[src/rtl/mac_feeder_pkg.sv]
// Shared types and widths for the MAC operand feeder.
// Optional build macro: MAC_FEEDER_STATS_EN adds a res_terms output to the feeder.
package mac_feeder_pkg;

    localparam int unsigned OP_W  = 16;
    localparam int unsigned ACC_W = 32;

    typedef enum logic [2:0] {
        IDLE,
        FEED,
        DRAIN,
        HOLD,
        CLEAR
    } feeder_state_t;

    typedef struct packed {
        logic            last;
        logic [OP_W-1:0] a;
        logic [OP_W-1:0] b;
    } op_pair_t;

    // Increment that sticks at all-ones instead of wrapping.
    function automatic logic [15:0] sat_inc16(input logic [15:0] v);
        return (v == 16'hFFFF) ? v : v + 16'd1;
    endfunction

endpackage

[src/rtl/mac_operand_feeder_if.sv]
// Operand stream, MAC side and result handshake of the operand feeder.
// Optional build macro: MAC_FEEDER_STATS_EN adds res_terms.
interface mac_operand_feeder_if;
    import mac_feeder_pkg::*;

    logic             in_valid;
    logic             in_ready;
    logic [OP_W-1:0]  in_a;
    logic [OP_W-1:0]  in_b;
    logic             in_last;
    logic [OP_W-1:0]  mac_a;
    logic [OP_W-1:0]  mac_b;
    logic             mac_clr;
    logic [ACC_W-1:0] mac_out;
    logic             res_valid;
    logic             res_ready;
    logic [ACC_W-1:0] res_data;
`ifdef MAC_FEEDER_STATS_EN
    logic [15:0]      res_terms;
`endif

    // Feeder side.
    modport slave (
        input  in_valid, in_a, in_b, in_last, mac_out, res_ready,
`ifdef MAC_FEEDER_STATS_EN
        output res_terms,
`endif
        output in_ready, mac_a, mac_b, mac_clr, res_valid, res_data
    );

    // Environment side: operand source, MAC and result consumer.
    modport master (
        output in_valid, in_a, in_b, in_last, mac_out, res_ready,
`ifdef MAC_FEEDER_STATS_EN
        input  res_terms,
`endif
        input  in_ready, mac_a, mac_b, mac_clr, res_valid, res_data
    );

endinterface

[src/rtl/mac_feeder_fifo.sv]
// Synchronous FIFO of operand pairs with registered pointers and full/empty flags.
module mac_feeder_fifo
    import mac_feeder_pkg::*;
#(
    parameter int unsigned DEPTH = 8
) (
    input  logic     clk,
    input  logic     rst,
    input  logic     i_push,
    input  op_pair_t i_wdata,
    input  logic     i_pop,
    output op_pair_t o_rdata,
    output logic     o_full,
    output logic     o_empty
);

    localparam int unsigned AW = $clog2(DEPTH);

    // One extra pointer bit separates full from empty when the indices match.
    logic [AW:0] r_wr_ptr;
    logic [AW:0] r_rd_ptr;
    op_pair_t    r_mem [DEPTH];
    logic        w_do_push;
    logic        w_do_pop;

    assign w_do_push = i_push && !o_full;
    assign w_do_pop  = i_pop && !o_empty;

    // Pointer advance on accepted push/pop.
    always_ff @(posedge clk or posedge rst) begin
        if (rst) begin
            r_wr_ptr <= '0;
            r_rd_ptr <= '0;
        end else begin
            if (w_do_push) r_wr_ptr <= r_wr_ptr + (AW + 1)'(1);
            if (w_do_pop)  r_rd_ptr <= r_rd_ptr + (AW + 1)'(1);
        end
    end

    // Storage write; contents need no reset since the pointers gate every read.
    always_ff @(posedge clk) begin
        if (w_do_push) r_mem[r_wr_ptr[AW-1:0]] <= i_wdata;
    end

    assign o_rdata = r_mem[r_rd_ptr[AW-1:0]];
    assign o_empty = (r_wr_ptr == r_rd_ptr);
    assign o_full  = (r_wr_ptr[AW] != r_rd_ptr[AW]) &&
                     (r_wr_ptr[AW-1:0] == r_rd_ptr[AW-1:0]);

endmodule

[src/rtl/mac_operand_feeder.sv]
// Streams buffered operand pairs onto the MAC, then captures and clears the accumulator
// at the end of each dot product.
// Optional build macro: MAC_FEEDER_STATS_EN adds res_terms (non-bubble pairs per result).
module mac_operand_feeder
    import mac_feeder_pkg::*;
#(
    parameter int unsigned DEPTH   = 8,
    parameter int unsigned MAC_LAT = 1
) (
    input  logic                 clock0,
    input  logic                 reset,
    mac_operand_feeder_if.slave  bus
);

    localparam int unsigned CNT_W = (MAC_LAT < 1) ? 1 : $clog2(MAC_LAT + 1);

    feeder_state_t    r_state;
    feeder_state_t    w_state_nxt;
    logic [CNT_W-1:0] r_cnt;
    logic [CNT_W-1:0] w_cnt_nxt;
    logic [OP_W-1:0]  r_mac_a;
    logic [OP_W-1:0]  r_mac_b;
    logic [OP_W-1:0]  w_mac_a_nxt;
    logic [OP_W-1:0]  w_mac_b_nxt;
    logic             r_mac_clr;
    logic             w_mac_clr_nxt;
    logic             r_res_valid;
    logic             w_res_valid_nxt;
    logic [ACC_W-1:0] r_res_data;
    logic             w_capture;
    logic             w_push;
    logic             w_pop;
    logic             w_full;
    logic             w_empty;
    op_pair_t         w_wdata;
    op_pair_t         w_rdata;

    assign w_push  = bus.in_valid && !w_full;
    assign w_wdata = '{last: bus.in_last, a: bus.in_a, b: bus.in_b};

    mac_feeder_fifo #(
        .DEPTH (DEPTH)
    ) u_fifo (
        .clk     (clock0),
        .rst     (reset),
        .i_push  (w_push),
        .i_wdata (w_wdata),
        .i_pop   (w_pop),
        .o_rdata (w_rdata),
        .o_full  (w_full),
        .o_empty (w_empty)
    );

    // Next-state and next-output decode; MAC operands default to a zero bubble.
    always_comb begin
        w_state_nxt     = r_state;
        w_cnt_nxt       = r_cnt;
        w_mac_a_nxt     = '0;
        w_mac_b_nxt     = '0;
        w_mac_clr_nxt   = 1'b0;
        w_res_valid_nxt = r_res_valid;
        w_capture       = 1'b0;
        w_pop           = 1'b0;
        case (r_state)
            IDLE: begin
                if (!w_empty) w_state_nxt = FEED;
            end
            FEED: begin
                if (!w_empty) begin
                    w_pop       = 1'b1;
                    w_mac_a_nxt = w_rdata.a;
                    w_mac_b_nxt = w_rdata.b;
                    if (w_rdata.last) begin
                        w_state_nxt = DRAIN;
                        w_cnt_nxt   = CNT_W'(MAC_LAT);
                    end
                end
            end
            DRAIN: begin
                // Counter reaches zero in the cycle the last product shows on mac_out.
                if (r_cnt == '0) begin
                    w_capture       = 1'b1;
                    w_res_valid_nxt = 1'b1;
                    w_state_nxt     = HOLD;
                end else begin
                    w_cnt_nxt = r_cnt - CNT_W'(1);
                end
            end
            HOLD: begin
                if (r_res_valid && bus.res_ready) begin
                    w_res_valid_nxt = 1'b0;
                    w_mac_clr_nxt   = 1'b1;
                    w_state_nxt     = CLEAR;
                end
            end
            CLEAR: begin
                w_state_nxt = w_empty ? IDLE : FEED;
            end
            default: begin
                w_state_nxt = IDLE;
            end
        endcase
    end

    // State, counter and output registers.
    always_ff @(posedge clock0 or posedge reset) begin
        if (reset) begin
            r_state     <= IDLE;
            r_cnt       <= '0;
            r_mac_a     <= '0;
            r_mac_b     <= '0;
            r_mac_clr   <= 1'b0;
            r_res_valid <= 1'b0;
            r_res_data  <= '0;
        end else begin
            r_state     <= w_state_nxt;
            r_cnt       <= w_cnt_nxt;
            r_mac_a     <= w_mac_a_nxt;
            r_mac_b     <= w_mac_b_nxt;
            r_mac_clr   <= w_mac_clr_nxt;
            r_res_valid <= w_res_valid_nxt;
            if (w_capture) r_res_data <= bus.mac_out;
        end
    end

`ifdef MAC_FEEDER_STATS_EN
    logic [15:0] r_terms;
    logic [15:0] r_res_terms;

    // Running pop count for the current dot product, latched alongside res_data.
    always_ff @(posedge clock0 or posedge reset) begin
        if (reset) begin
            r_terms     <= '0;
            r_res_terms <= '0;
        end else begin
            if (r_state == CLEAR)  r_terms <= '0;
            else if (w_pop)        r_terms <= sat_inc16(r_terms);
            if (w_capture)         r_res_terms <= r_terms;
        end
    end

    assign bus.res_terms = r_res_terms;
`endif

    assign bus.in_ready  = !w_full;
    assign bus.mac_a     = r_mac_a;
    assign bus.mac_b     = r_mac_b;
    assign bus.mac_clr   = r_mac_clr;
    assign bus.res_valid = r_res_valid;
    assign bus.res_data  = r_res_data;

endmodule

[src/flat_wrapper.sv]
// flat-port wrapper written by rule: the top's interface ports become plain ports
module mac_operand_feeder_flat import mac_feeder_pkg::*;
#(
    parameter int unsigned DEPTH   = 8,
    parameter int unsigned MAC_LAT = 1
)
  (clock0, reset, bus_in_valid, bus_in_a, bus_in_b, bus_in_last, bus_mac_out, bus_res_ready, bus_in_ready, bus_mac_a, bus_mac_b, bus_mac_clr, bus_res_valid, bus_res_data);
  mac_operand_feeder_if bus_i ();
  input  logic clock0;
  input  logic reset;
  input wire logic [$bits(bus_i.in_valid)-1:0] bus_in_valid;
  input wire logic [$bits(bus_i.in_a)-1:0] bus_in_a;
  input wire logic [$bits(bus_i.in_b)-1:0] bus_in_b;
  input wire logic [$bits(bus_i.in_last)-1:0] bus_in_last;
  input wire logic [$bits(bus_i.mac_out)-1:0] bus_mac_out;
  input wire logic [$bits(bus_i.res_ready)-1:0] bus_res_ready;
  output wire logic [$bits(bus_i.in_ready)-1:0] bus_in_ready;
  output wire logic [$bits(bus_i.mac_a)-1:0] bus_mac_a;
  output wire logic [$bits(bus_i.mac_b)-1:0] bus_mac_b;
  output wire logic [$bits(bus_i.mac_clr)-1:0] bus_mac_clr;
  output wire logic [$bits(bus_i.res_valid)-1:0] bus_res_valid;
  output wire logic [$bits(bus_i.res_data)-1:0] bus_res_data;
  assign bus_i.in_valid = bus_in_valid;
  assign bus_i.in_a = bus_in_a;
  assign bus_i.in_b = bus_in_b;
  assign bus_i.in_last = bus_in_last;
  assign bus_i.mac_out = bus_mac_out;
  assign bus_i.res_ready = bus_res_ready;
  assign bus_in_ready = bus_i.in_ready;
  assign bus_mac_a = bus_i.mac_a;
  assign bus_mac_b = bus_i.mac_b;
  assign bus_mac_clr = bus_i.mac_clr;
  assign bus_res_valid = bus_i.res_valid;
  assign bus_res_data = bus_i.res_data;
  mac_operand_feeder #(.DEPTH(DEPTH), .MAC_LAT(MAC_LAT)) u_core (.clock0(clock0), .reset(reset), .bus(bus_i));
endmodule
[config.mk]
export PLATFORM = sky130hd
export DESIGN_NAME = mac_operand_feeder_flat
export DESIGN_NICKNAME = d
export VERILOG_FILES = /design/src/rtl/mac_feeder_pkg.sv /design/src/rtl/mac_operand_feeder_if.sv /design/src/rtl/mac_feeder_fifo.sv /design/src/rtl/mac_operand_feeder.sv /design/src/flat_wrapper.sv
export SDC_FILE = /design/constraint.sdc
export NUM_CORES = 1
export LEC_CHECK = 0
export CAP_MARGIN = 20
export CORE_MARGIN = 4
export CORE_UTILIZATION = 50
export CTS_BUF_LIST = sky130_fd_sc_hd__clkbuf_8
export CTS_CLUSTER_DIAMETER = 80
export CTS_CLUSTER_SIZE = 8
export DETAILED_ROUTE_END_ITERATION = 8
export GPL_ROUTABILITY_DRIVEN = 0
export PLACE_DENSITY = 0.72
export SLEW_MARGIN = 20
export SYNTH_ARGS = -nofsm -noshare
export SYNTH_HDL_FRONTEND = slang
export SYNTH_SLANG_ARGS = --single-unit
[constraint.sdc]
create_clock -name clock0 -period 5.1 [get_ports clock0]
set_clock_uncertainty 0.1 [all_clocks]
set_input_delay 1.02 -clock clock0 [delete_from_list [all_inputs] [get_ports clock0]]
set_output_delay 1.02 -clock clock0 [all_outputs]
set_load 0.01 [all_outputs]
==> results.toml <==
[clock_network]
clock_sinks = 342
cts_setup_buffers = 0
cts_buffers = 48
holdBufCountCts = 0
cts_tree = "built"
htreeDepth = 2
clockBufferDepth = 3
cts_resized = 0
cts-root-buf = "clkbuf_8"
clk_pin_slew_ns = 0.06
worstSkewPairLatency_ns = 0.55

[setup_path]
crit_slowest_cell = "clkdlybuf4s50_1"
criticalPathCategory = "reg -> out"
setup.worst_path.start = "u_core.u_fifo.r_rd_ptr[2]$_DFFE_PP0P_"
max_stage_delay_ns = 0.59
setup.worst_path.end = "bus_in_ready"
rr_startpoint = "u_core.u_fifo.r_rd_ptr[2]$_DFFE_PP0P_"
reg2reg_depth = 5
r2r_slack_ns = 2.13
crit_chain = "buf_4 -> xnor2_2 -> nand4_1 -> clkdlybuf4s50_1"
critPathRequiredTime_ns = 3.98
path_max_fanout = 37
worstReg2RegEnd = "u_core.u_fifo.r_mem[7][2]$_DFFE_PP_"
critPathLaunchType = "register"
endpoint_kind = "output port"
cp.arrival_ns = 2.51

[synth]
synthTopCellsByCount = "edfxtp_1 (264), dfrtp_1 (78), mux4_2 (66)"
synth-edff-count = 264
synth.top_cells.by_area = "edfxtp_1 (62%), dfrtp_1 (15%), mux4_2 (12%), mux2_2 (2.9%), mux2i_1 (2.5%)"
yosysMostFrequentCell = "edfxtp_1"
yosysWarningCount = 0
yosysTopAreaCellShare_pct = 62.0
ys_types = 36
synth-seq-cells = 342
async_reset_ff_share_pct = 22.8
yosysSeqAreaShare_pct = 77.2
synth-main-ff-cell = "edfxtp_1"
syn_area_mm2 = 0.0128
avgSynthCellArea_um2 = 21.6
netlist_instances = 591
synth_area_leader_cell = "edfxtp_1"
syn-num-nets = 662

[timing]
final.setup.worst_slack_ns = 1.47
finalSetupTns_ns = 0
tightest_slew_ns = 0.983
finalMaxSlewViolations = 0
max_freq_mhz = 275
period_minus_slack_ns = 3.63
finalHoldViolations = 0
finalCritPeriodShare_pct = 71.2
setup_viol = 0
slew_headroom_pct = 34.5
grt_setup_unrepaired = "no"

[grt]
grt_pass1_wl_um = 38500
grt_usage_pct = 17.5
grt_antenna_before_repair = 1
grt_max_degree = 70
grt-ovfl-total = 0
grt_pass1_vias = 6639

[pwr]
p_leak_nw = 5.50
cellPowerDensity_mw_per_mm2 = 565
vdd_drop_max_v = 0.000412

[final_layout]
drive_gt1_share_pct = 22.9
stdcell_area_mm2 = 0.0154
antenna_cells = 0
nets = 834
area_growth_pct = 20.8

[run]
cap_violations = 0

[floorplanning]
initial_core_util_pct = 50.8
chipHeight_um = 168
core_area_mm2 = 0.0252
fp-row-count = 58
fp.dieArea_mm2 = 0.0282
dieWidth_um = 168
ios = 136

[routing]
drt_first_iter_violations = 401
vias = 6139
dr.pass1.iters = 5
wl_per_cell_um = 21.7
antenna_left = 0
drcViolationCount = 0
drt-total-wl_um = 24600
viasPerCell = 5.43

[outcome]
outcome = "finished, final reports clean"

[place]
post-place-ws_ns = 1.73
place_area_mm2 = 0.0145
hpwlAfterDp_um = 14700
portBuffers = 135

[min_path]
hold_path_class = "reg -> reg"
[worst max-delay path: cells and delay by family, from the launching register on]
kind	cells	cell delay, ns
XOR/XNOR	1	0.22
flip-flops	1	0.34
buffers and inverters	2	1.16
AND/OR/NAND/NOR	1	0.22
[report_power, final]
part	total, mW	switching [mW]	internal, mW
clock network	1.85	0.935	0.919
registers	3.95	0.276	3.68
logic	2.93	1.40	1.52
[area by class of cell]
type                    count  area (µm²)
clock buffers              51         702
clock inverters            36         140
fillers                  1751        9730
inverters                   4        17.5
multi-input cells         217        2740
flip-flops and latches    342        9890
well taps                 330         413
repair buffers            150        1550
[kinds of logic (layout without fill, tap and decap cells)]
logic type | Yosys count | after routing | synth area share, %
flip-flops | 342 | 342 | 77.2
multiplexers | 133 | 133 | 17.2
AND/OR/NAND/NOR | 67 | 67 | 2.53
buffers and inverters | 32 | 241 | 1.79
XOR/XNOR | 10 | 10 | 0.743
AO/OA/AOI/OAI | 5 | 5 | 0.293
adder cells (fa/ha/maj) | 2 | 2 | 0.196
[flip-flops by register name (all words and copies together) (netlist names)]
register	flops
u_core.bus.res_data	32
u_core.bus.res_valid	1
u_core.u_fifo.r_wr_ptr	4
u_core.r_state	3
u_core.u_fifo.r_mem	264
u_core.bus.mac_a	16
u_core.r_cnt	1
u_core.u_fifo.r_rd_ptr	4
u_core.bus.mac_b	16
u_core.bus.mac_clr	1
[metal layers]
| layer | GRT usage [%] | up-vias | wire, µm |
|---|---|---|---|
| met2 | 28.4 | 225 | 11900 |
| met1 | 24.5 | 3168 | 10500 |
| met3 | 4.09 | 44 | 1680 |
| met4 | 4.59 | 2 | 412 |
| met5 | 0 | - | 13 |
| li1 | - | 2700 | - |
[layout by cell type (no fill, tap or decap), types with 2 or more instances in the layout]
master | synthesis | routed
edfxtp_1 | 264 | 264
clkdlybuf4s50_1 | 0 | 135
dfrtp_1 | 78 | 75
mux4_2 | 66 | 66
clkbuf_8 | 0 | 51
nor2_1 | 43 | 38
inv_1 | 4 | 38
mux2_2 | 33 | 33
mux2i_1 | 32 | 32
buf_4 | 5 | 9
xnor2_1 | 6 | 6
nand3_1 | 6 | 6
nor2_4 | 0 | 5
nand2b_1 | 4 | 4
xor2_1 | 3 | 3
nand2_1 | 3 | 3
buf_16 | 0 | 3
nor3_4 | 1 | 2
nor3_2 | 1 | 2
and3_1 | 2 | 2
mux2_1 | 2 | 2
ha_1 | 2 | 2
buf_12 | 3 | 2
dfrtp_4 | 0 | 2
[metrics by stage]
stage                     cells  power, mW  hold WS [ns]  util (%)
after floorplan             591       5.85         0.361         -
after global placement     1038       6.82         0.370      57.5
after detailed placement   1040       6.96         0.393      57.7
after CTS                  1127       8.83         0.407      61.0
after global routing       1130       9.24         0.423      61.4
final                      1130       8.73         0.403      61.4
[worst min path at each step]
stage / startpoint / to / slack [ns] / cells after the start
floorplan: u_core.u_fifo.r_wr_ptr[3]$_DFFE_PP0P_ / u_core.u_fifo.r_wr_ptr[3]$_DFFE_PP0P_ / 0.36 / 1
global route: u_core.u_fifo.r_wr_ptr[3]$_DFFE_PP0P_ / u_core.u_fifo.r_wr_ptr[3]$_DFFE_PP0P_ / 0.42 / 1
CTS: u_core.bus.res_data[3]$_DFFE_PP0P_ / u_core.bus.res_data[3]$_DFFE_PP0P_ / 0.41 / 1
global placement: u_core.bus.res_data[4]$_DFFE_PP0P_ / u_core.bus.res_data[4]$_DFFE_PP0P_ / 0.37 / 1
finish: u_core.bus.res_data[3]$_DFFE_PP0P_ / u_core.bus.res_data[3]$_DFFE_PP0P_ / 0.40 / 1
detailed placement: u_core.bus.res_data[3]$_DFFE_PP0P_ / u_core.bus.res_data[3]$_DFFE_PP0P_ / 0.39 / 1
No activity file was read; power rests on OpenSTA's default activity.
